**src/rtl/light_req_ctrl.sv**
```systemverilog
`default_nettype none
// +--------------------------------------------------------------------------+
// | light_req_ctrl: debounces the left/right/hazard switches and issues one   |
// | spaced, prioritised request pulse per press. Option: LIGHT_REQ_SYNC_EN.   |
// | Revision: 1.0                                                             |
// +--------------------------------------------------------------------------+
module light_req_ctrl #(
   parameter int DB_CYCLES = 4,
   parameter int LOCKOUT   = 3
) (
   input  logic clk,
   input  logic reset,
   input  logic sw_left,
   input  logic sw_right,
   input  logic sw_haz,
   output logic a,
   output logic b,
   output logic c
);

   localparam logic [7:0] c_DB_LAST = 8'(DB_CYCLES - 1);
   localparam logic [7:0] c_LOCKOUT = 8'(LOCKOUT);

   // Channel index: 0 = left, 1 = right, 2 = hazard (highest priority).
   logic [2:0] w_raw;
   logic [2:0] w_s;
   logic [2:0] w_rise;
   logic [2:0] w_grant;
   logic [2:0] r_p;
   logic [2:0] r_out;
   logic [7:0] r_lk;

   assign w_raw = {sw_haz, sw_right, sw_left};

`ifdef LIGHT_REQ_SYNC_EN
   logic [2:0] r_sync1;
   logic [2:0] r_sync2;

   always_ff @(posedge clk) begin
      if (reset) begin
         r_sync1 <= 3'b000;
         r_sync2 <= 3'b000;
      end else begin
         r_sync1 <= w_raw;
         r_sync2 <= r_sync1;
      end
   end

   assign w_s = r_sync2;
`else
   assign w_s = w_raw;
`endif

   genvar gi;
   generate
      for (gi = 0; gi < 3; gi++) begin : g_chan
         logic       r_db;
         logic [7:0] r_cnt;
         logic       w_flip;

         assign w_flip     = (w_s[gi] != r_db) && (r_cnt == c_DB_LAST);
         assign w_rise[gi] = w_flip && w_s[gi];

         always_ff @(posedge clk) begin
            if (reset) begin
               r_db  <= 1'b0;
               r_cnt <= 8'd0;
            end else if (w_s[gi] == r_db) begin
               r_cnt <= 8'd0;
            end else if (w_flip) begin
               r_db  <= w_s[gi];
               r_cnt <= 8'd0;
            end else begin
               r_cnt <= r_cnt + 8'd1;
            end
         end
      end
   endgenerate

   always_comb begin
      w_grant = 3'b000;
      if (r_lk == 8'd0) begin
         if (r_p[2]) begin
            w_grant = 3'b100;
         end else if (r_p[1]) begin
            w_grant = 3'b010;
         end else if (r_p[0]) begin
            w_grant = 3'b001;
         end
      end
   end

   always_ff @(posedge clk) begin
      if (reset) begin
         r_p   <= 3'b000;
         r_lk  <= 8'd0;
         r_out <= 3'b000;
      end else begin
         // A fresh rise on the same edge as its issue keeps the request pending.
         r_p   <= (r_p & ~w_grant) | w_rise;
         r_out <= w_grant;
         if (w_grant != 3'b000) begin
            r_lk <= c_LOCKOUT;
         end else if (r_lk != 8'd0) begin
            r_lk <= r_lk - 8'd1;
         end
      end
   end

   assign a = r_out[0];
   assign b = r_out[1];
   assign c = r_out[2];

endmodule
`default_nettype wire

```
**config.mk**
```make
export PLATFORM = sky130hd
export DESIGN_NAME = light_req_ctrl
export DESIGN_NICKNAME = d
export VERILOG_FILES = /design/src/rtl/light_req_ctrl.sv
export SDC_FILE = /design/constraint.sdc
export NUM_CORES = 1
export LEC_CHECK = 0
export BUFFER_PORTS_ARGS = -buffer_cell sky130_fd_sc_hd__buf_2
export CAP_MARGIN = 25
export CORE_MARGIN = 3
export CORE_UTILIZATION = 65
export CTS_BUF_LIST = sky130_fd_sc_hd__clkbuf_8
export CTS_CLUSTER_DIAMETER = 100
export DETAILED_ROUTE_END_ITERATION = 6
export GPL_ROUTABILITY_DRIVEN = 0
export PLACE_DENSITY = 0.87
export RECOVER_POWER = 100
export SLEW_MARGIN = 20
export SYNTH_ARGS = -nofsm -noshare
export SYNTH_HDL_FRONTEND = slang
export SYNTH_SLANG_ARGS = --single-unit
```
**constraint.sdc**
```tcl
create_clock -name clk -period 3.2 [get_ports clk]
set_clock_uncertainty 0.2 [all_clocks]
set_input_delay 0.64 -clock clk [delete_from_list [all_inputs] [get_ports clk]]
set_output_delay 0.64 -clock clk [all_outputs]
set_load 0.01 [all_outputs]
```
==> results.rst <==
.. list-table::
   :header-rows: 1

   * - Metric
     - Value
   * - Routed Wire Length
     - 3050 µm
   * - Standby leakage power
     - 0.637 nW
   * - Starting density of the core
     - between 60% and 70%
   * - Peak supply drop
     - about 0.46 mV
   * - H-tree depth
     - 2
   * - Die Outline Area
     - 3300 µm²
   * - Unrepaired setup endpoints after global routing
     - no
   * - Filler-free cell count of the finished design
     - 230
   * - Number of hold violations in the final report
     - 0
   * - Final setup violation count
     - 0
   * - Resized cells post-CTS
     - 0
   * - Via total after detailed routing
     - 1401
   * - Final critical-path share of the clock period
     - 64.1%
   * - Main area contributors after synthesis
     - sky130_fd_sc_hd__dfxtp_1, sky130_fd_sc_hd__a21oi_1, sky130_fd_sc_hd__or3_1
   * - TritonCTS clock tree
     - yes
   * - Max-cap violations
     - 0
   * - Post-synthesis simple-gate area fraction
     - a little under a quarter
   * - Hold bufs inserted after CTS
     - 0
   * - Yosys warning count
     - 0
   * - Top-level I/O count
     - 8
   * - Initial antenna violation count
     - 0
   * - Run status
     - finished, final reports clean
   * - Diode insertion count for antenna repair
     - 0
   * - Count of buffers from port buffering
     - 7
   * - CORE AREA
     - 2500 µm²
   * - Portion of the post-synthesis area used by sequential elements
     - 47.7%
   * - Count of buffers added by post-CTS timing repair for setup
     - 0
   * - Asr flop ratio synth
     - 0%
   * - Fraction of post-synthesis cell area in the top cell type by area
     - 47.7%
   * - Critical Setup Path Class
     - reg -> reg
   * - Syn Std Cell Area
     - about 1700 µm²
   * - Clock latency of the later-clocked register in the worst-skew pair
     - ~0.29 ns
   * - Total global routing track utilization
     - 20.5%
   * - Share of cells above drive strength 1
     - 7.00%
   * - Sum of negative setup slack
     - 0 ns
   * - Row cnt
     - 18
   * - Synthesized area per cell
     - 9.15 µm²
   * - Clock transition at the registers of the reported paths
     - 0.07 ns
   * - Number of placed instances, taps included
     - 222
   * - Worst Tran Pin Value
     - 0.698 ns
   * - Max Buffers Root-to-Sink
     - 2
   * - Number of optimization iterations in the first detailed-route pass
     - 4
   * - Most frequent cells in the layout
     - sky130_fd_sc_hd__dfxtp_1, sky130_fd_sc_hd__nor2_1, sky130_fd_sc_hd__a21oi_1
   * - Count of antenna-violating nets left after detailed routing
     - 0
   * - Final count of pins violating max slew
     - 0
   * - Hpwl dp
     - 2200 µm
   * - Power per Cell Area
     - 615 nW/µm²
   * - Maximum number of pins on one net before global-route repair
     - 16
   * - Cells along the critical path
     - inv_1, ha_1, or3b_1, or2_0, a221oi_1
   * - Number of synthesized flops with an enable pin
     - 0
   * - Overflow left after global routing
     - 0
   * - Worst min-delay path category
     - reg -> reg
   * - Post-synthesis cell type count
     - 35
   * - Setup Slack @ Placement
     - ~1.2 ns
   * - Commonest non-fill, non-tap cell in the layout
     - sky130_fd_sc_hd__dfxtp_1
   * - Global-route wire length before repair
     - 5340 µm
   * - Required time at the worst-slack endpoint
     - 3.18 ns
   * - Routed length per placed instance
     - 13.3 µm
   * - Data arrival at the endpoint of the critical path
     - between 2 and 2.5 ns
   * - Peak clock frequency supported by timing
     - 0.487 GHz
   * - Synthesized instance count
     - 188
   * - Max-slew headroom at the worst pin
     - 52.8%
   * - Main combinational cell family by area after synthesis
     - simple AND/OR/NAND/NOR gates
   * - Synthesized-area fraction occupied by ao, oa, aoi and oai cells
     - between 10% and 20%
   * - Clock sinks
     - 41
   * - Area added between synthesis and finish
     - 7.56%
   * - Drt via density
     - 6.09
   * - Most instantiated flip-flop cell in the synthesis netlist
     - sky130_fd_sc_hd__dfxtp_1
   * - Vias in the first global route
     - 1336
   * - Proportion of synthesized area in mux cells
     - 0%
   * - Final layout net count
     - 208
   * - Inserted Clock Buffers
     - 5
   * - Adder-cell share of the synthesized area
     - under 10%
   * - Number of register bits inferred by synthesis
     - 41
   * - Starting DRT DRC Count
     - 40
   * - Worst Setup Slack, final
     - between 1 and 1.5 ns
   * - Cell taking the most area after synthesis
     - sky130_fd_sc_hd__dfxtp_1
   * - Height of the die
     - 57.4 µm
   * - DIE WIDTH
     - 57.4 µm
   * - CP max FO
     - 7
   * - Root buffer selected by CTS
     - sky130_fd_sc_hd__clkbuf_8
   * - Slowest CP cell
     - sky130_fd_sc_hd__or3b_1
   * - Kind of capture point of the worst setup path
     - flop
   * - Total nets after synthesis
     - ~200
   * - Worst setup SP type
     - flop
   * - Detailed-route DRC error count
     - 0
   * - Critical path's largest stage delay
     - between 0.4 and 0.5 ns
   * - Post-synthesis share of cell area spent on xor and xnor gates
     - 7.13%
   * - Final period demand of the worst path
     - 2.05 ns
==> worst paths after layout <==
kind                                                     from                             to  slack (ns)  cells after the start
worst max-delay path                     r_lk[0]$_SDFFE_PP0P_           r_lk[0]$_SDFFE_PP0P_        1.15                      5
worst min-delay path            g_chan[1].r_cnt[0]$_SDFF_PP0_  g_chan[1].r_cnt[0]$_SDFF_PP0_        0.27                      1
worst max register to register           r_lk[0]$_SDFFE_PP0P_           r_lk[0]$_SDFFE_PP0P_        1.15                      5
worst min register to register  g_chan[1].r_cnt[0]$_SDFF_PP0_  g_chan[1].r_cnt[0]$_SDFF_PP0_        0.27                      1
==> registers in the layout, indices dropped and copies added, names as in the netlist <==
register	flops
r_p	3
g_chan.r_db	3
r_lk	8
r_out	3
g_chan.r_cnt	24
==> synthesized netlist by cell type (3+ instances only) <==
| cell type | count |
|---|---|
| sky130_fd_sc_hd__nand3_1 | 13 |
| sky130_fd_sc_hd__a21oi_1 | 18 |
| sky130_fd_sc_hd__nor2_1 | 19 |
| sky130_fd_sc_hd__o21ai_0 | 13 |
| sky130_fd_sc_hd__or3_1 | 13 |
| sky130_fd_sc_hd__nor3b_1 | 3 |
| sky130_fd_sc_hd__inv_1 | 10 |
| sky130_fd_sc_hd__xor2_1 | 5 |
| sky130_fd_sc_hd__xnor2_1 | 9 |
| sky130_fd_sc_hd__dfxtp_1 | 41 |
| sky130_fd_sc_hd__nor4_1 | 3 |
| sky130_fd_sc_hd__nand4_1 | 5 |
| sky130_fd_sc_hd__ha_1 | 4 |
| sky130_fd_sc_hd__nand2_1 | 3 |
==> worst max-delay path: cells and delay by family, from the launching register on <==
| kind | cells | cell delay, ns |
|---|---|---|
| AO/OA/AOI/OAI | 1 | 0.33 |
| adder cells (fa/ha/maj) | 1 | 0.21 |
| buffers and inverters | 1 | 0.08 |
| flip-flops | 1 | 0.36 |
| AND/OR/NAND/NOR | 2 | 0.77 |
==> kinds of logic after synthesis <==
| logic type | Yosys count |
|---|---|
| AO/OA/AOI/OAI | 44 |
| XOR/XNOR | 14 |
| adder cells (fa/ha/maj) | 4 |
| buffers and inverters | 13 |
| flip-flops | 41 |
| AND/OR/NAND/NOR | 72 |
==> metrics by stage <==
stage,power (mW),hold slack [ns],cell area (µm²),utilization (%)
after detailed placement,0.840,0.260,1770,71.0
after global routing,1.21,0.305,1850,74.0
final,1.14,0.268,1850,74.0
after floorplan,0.804,0.230,1720,-
after CTS,1.14,0.275,1850,74.2
after global placement,0.820,0.242,1770,71.0
==> cell type report <==
class | count | area [µm²]
Clock buffer | 5 | 68.8
Inverter | 10 | 37.5
Multi-Input combinational cell | 134 | 843
Tap cell | 30 | 37.5
Timing Repair Buffer | 7 | 31.3
Sequential cell | 41 | 821
Fill cell | 180 | 649
Clock inverter | 3 | 11.3
==> power by group <==
group	leakage (nW)	switching [mW]	internal, mW
Combinational	0.252	0.137	0.107
Sequential	0.333	0.0403	0.549
Clock	0.0519	0.160	0.145
==> layer usage <==
layer | track usage (%) | vias to the layer above | part of all wire (%)
met4 | 11.6 | 0 | 1.4
met1 | 23.4 | 665 | 45
met3 | 4.52 | 5 | 4.0
li1 | - | 704 | -
met5 | 0 | - | 0
met2 | 34.8 | 27 | 50
Note: power is estimated with default switching activity, not from simulation.
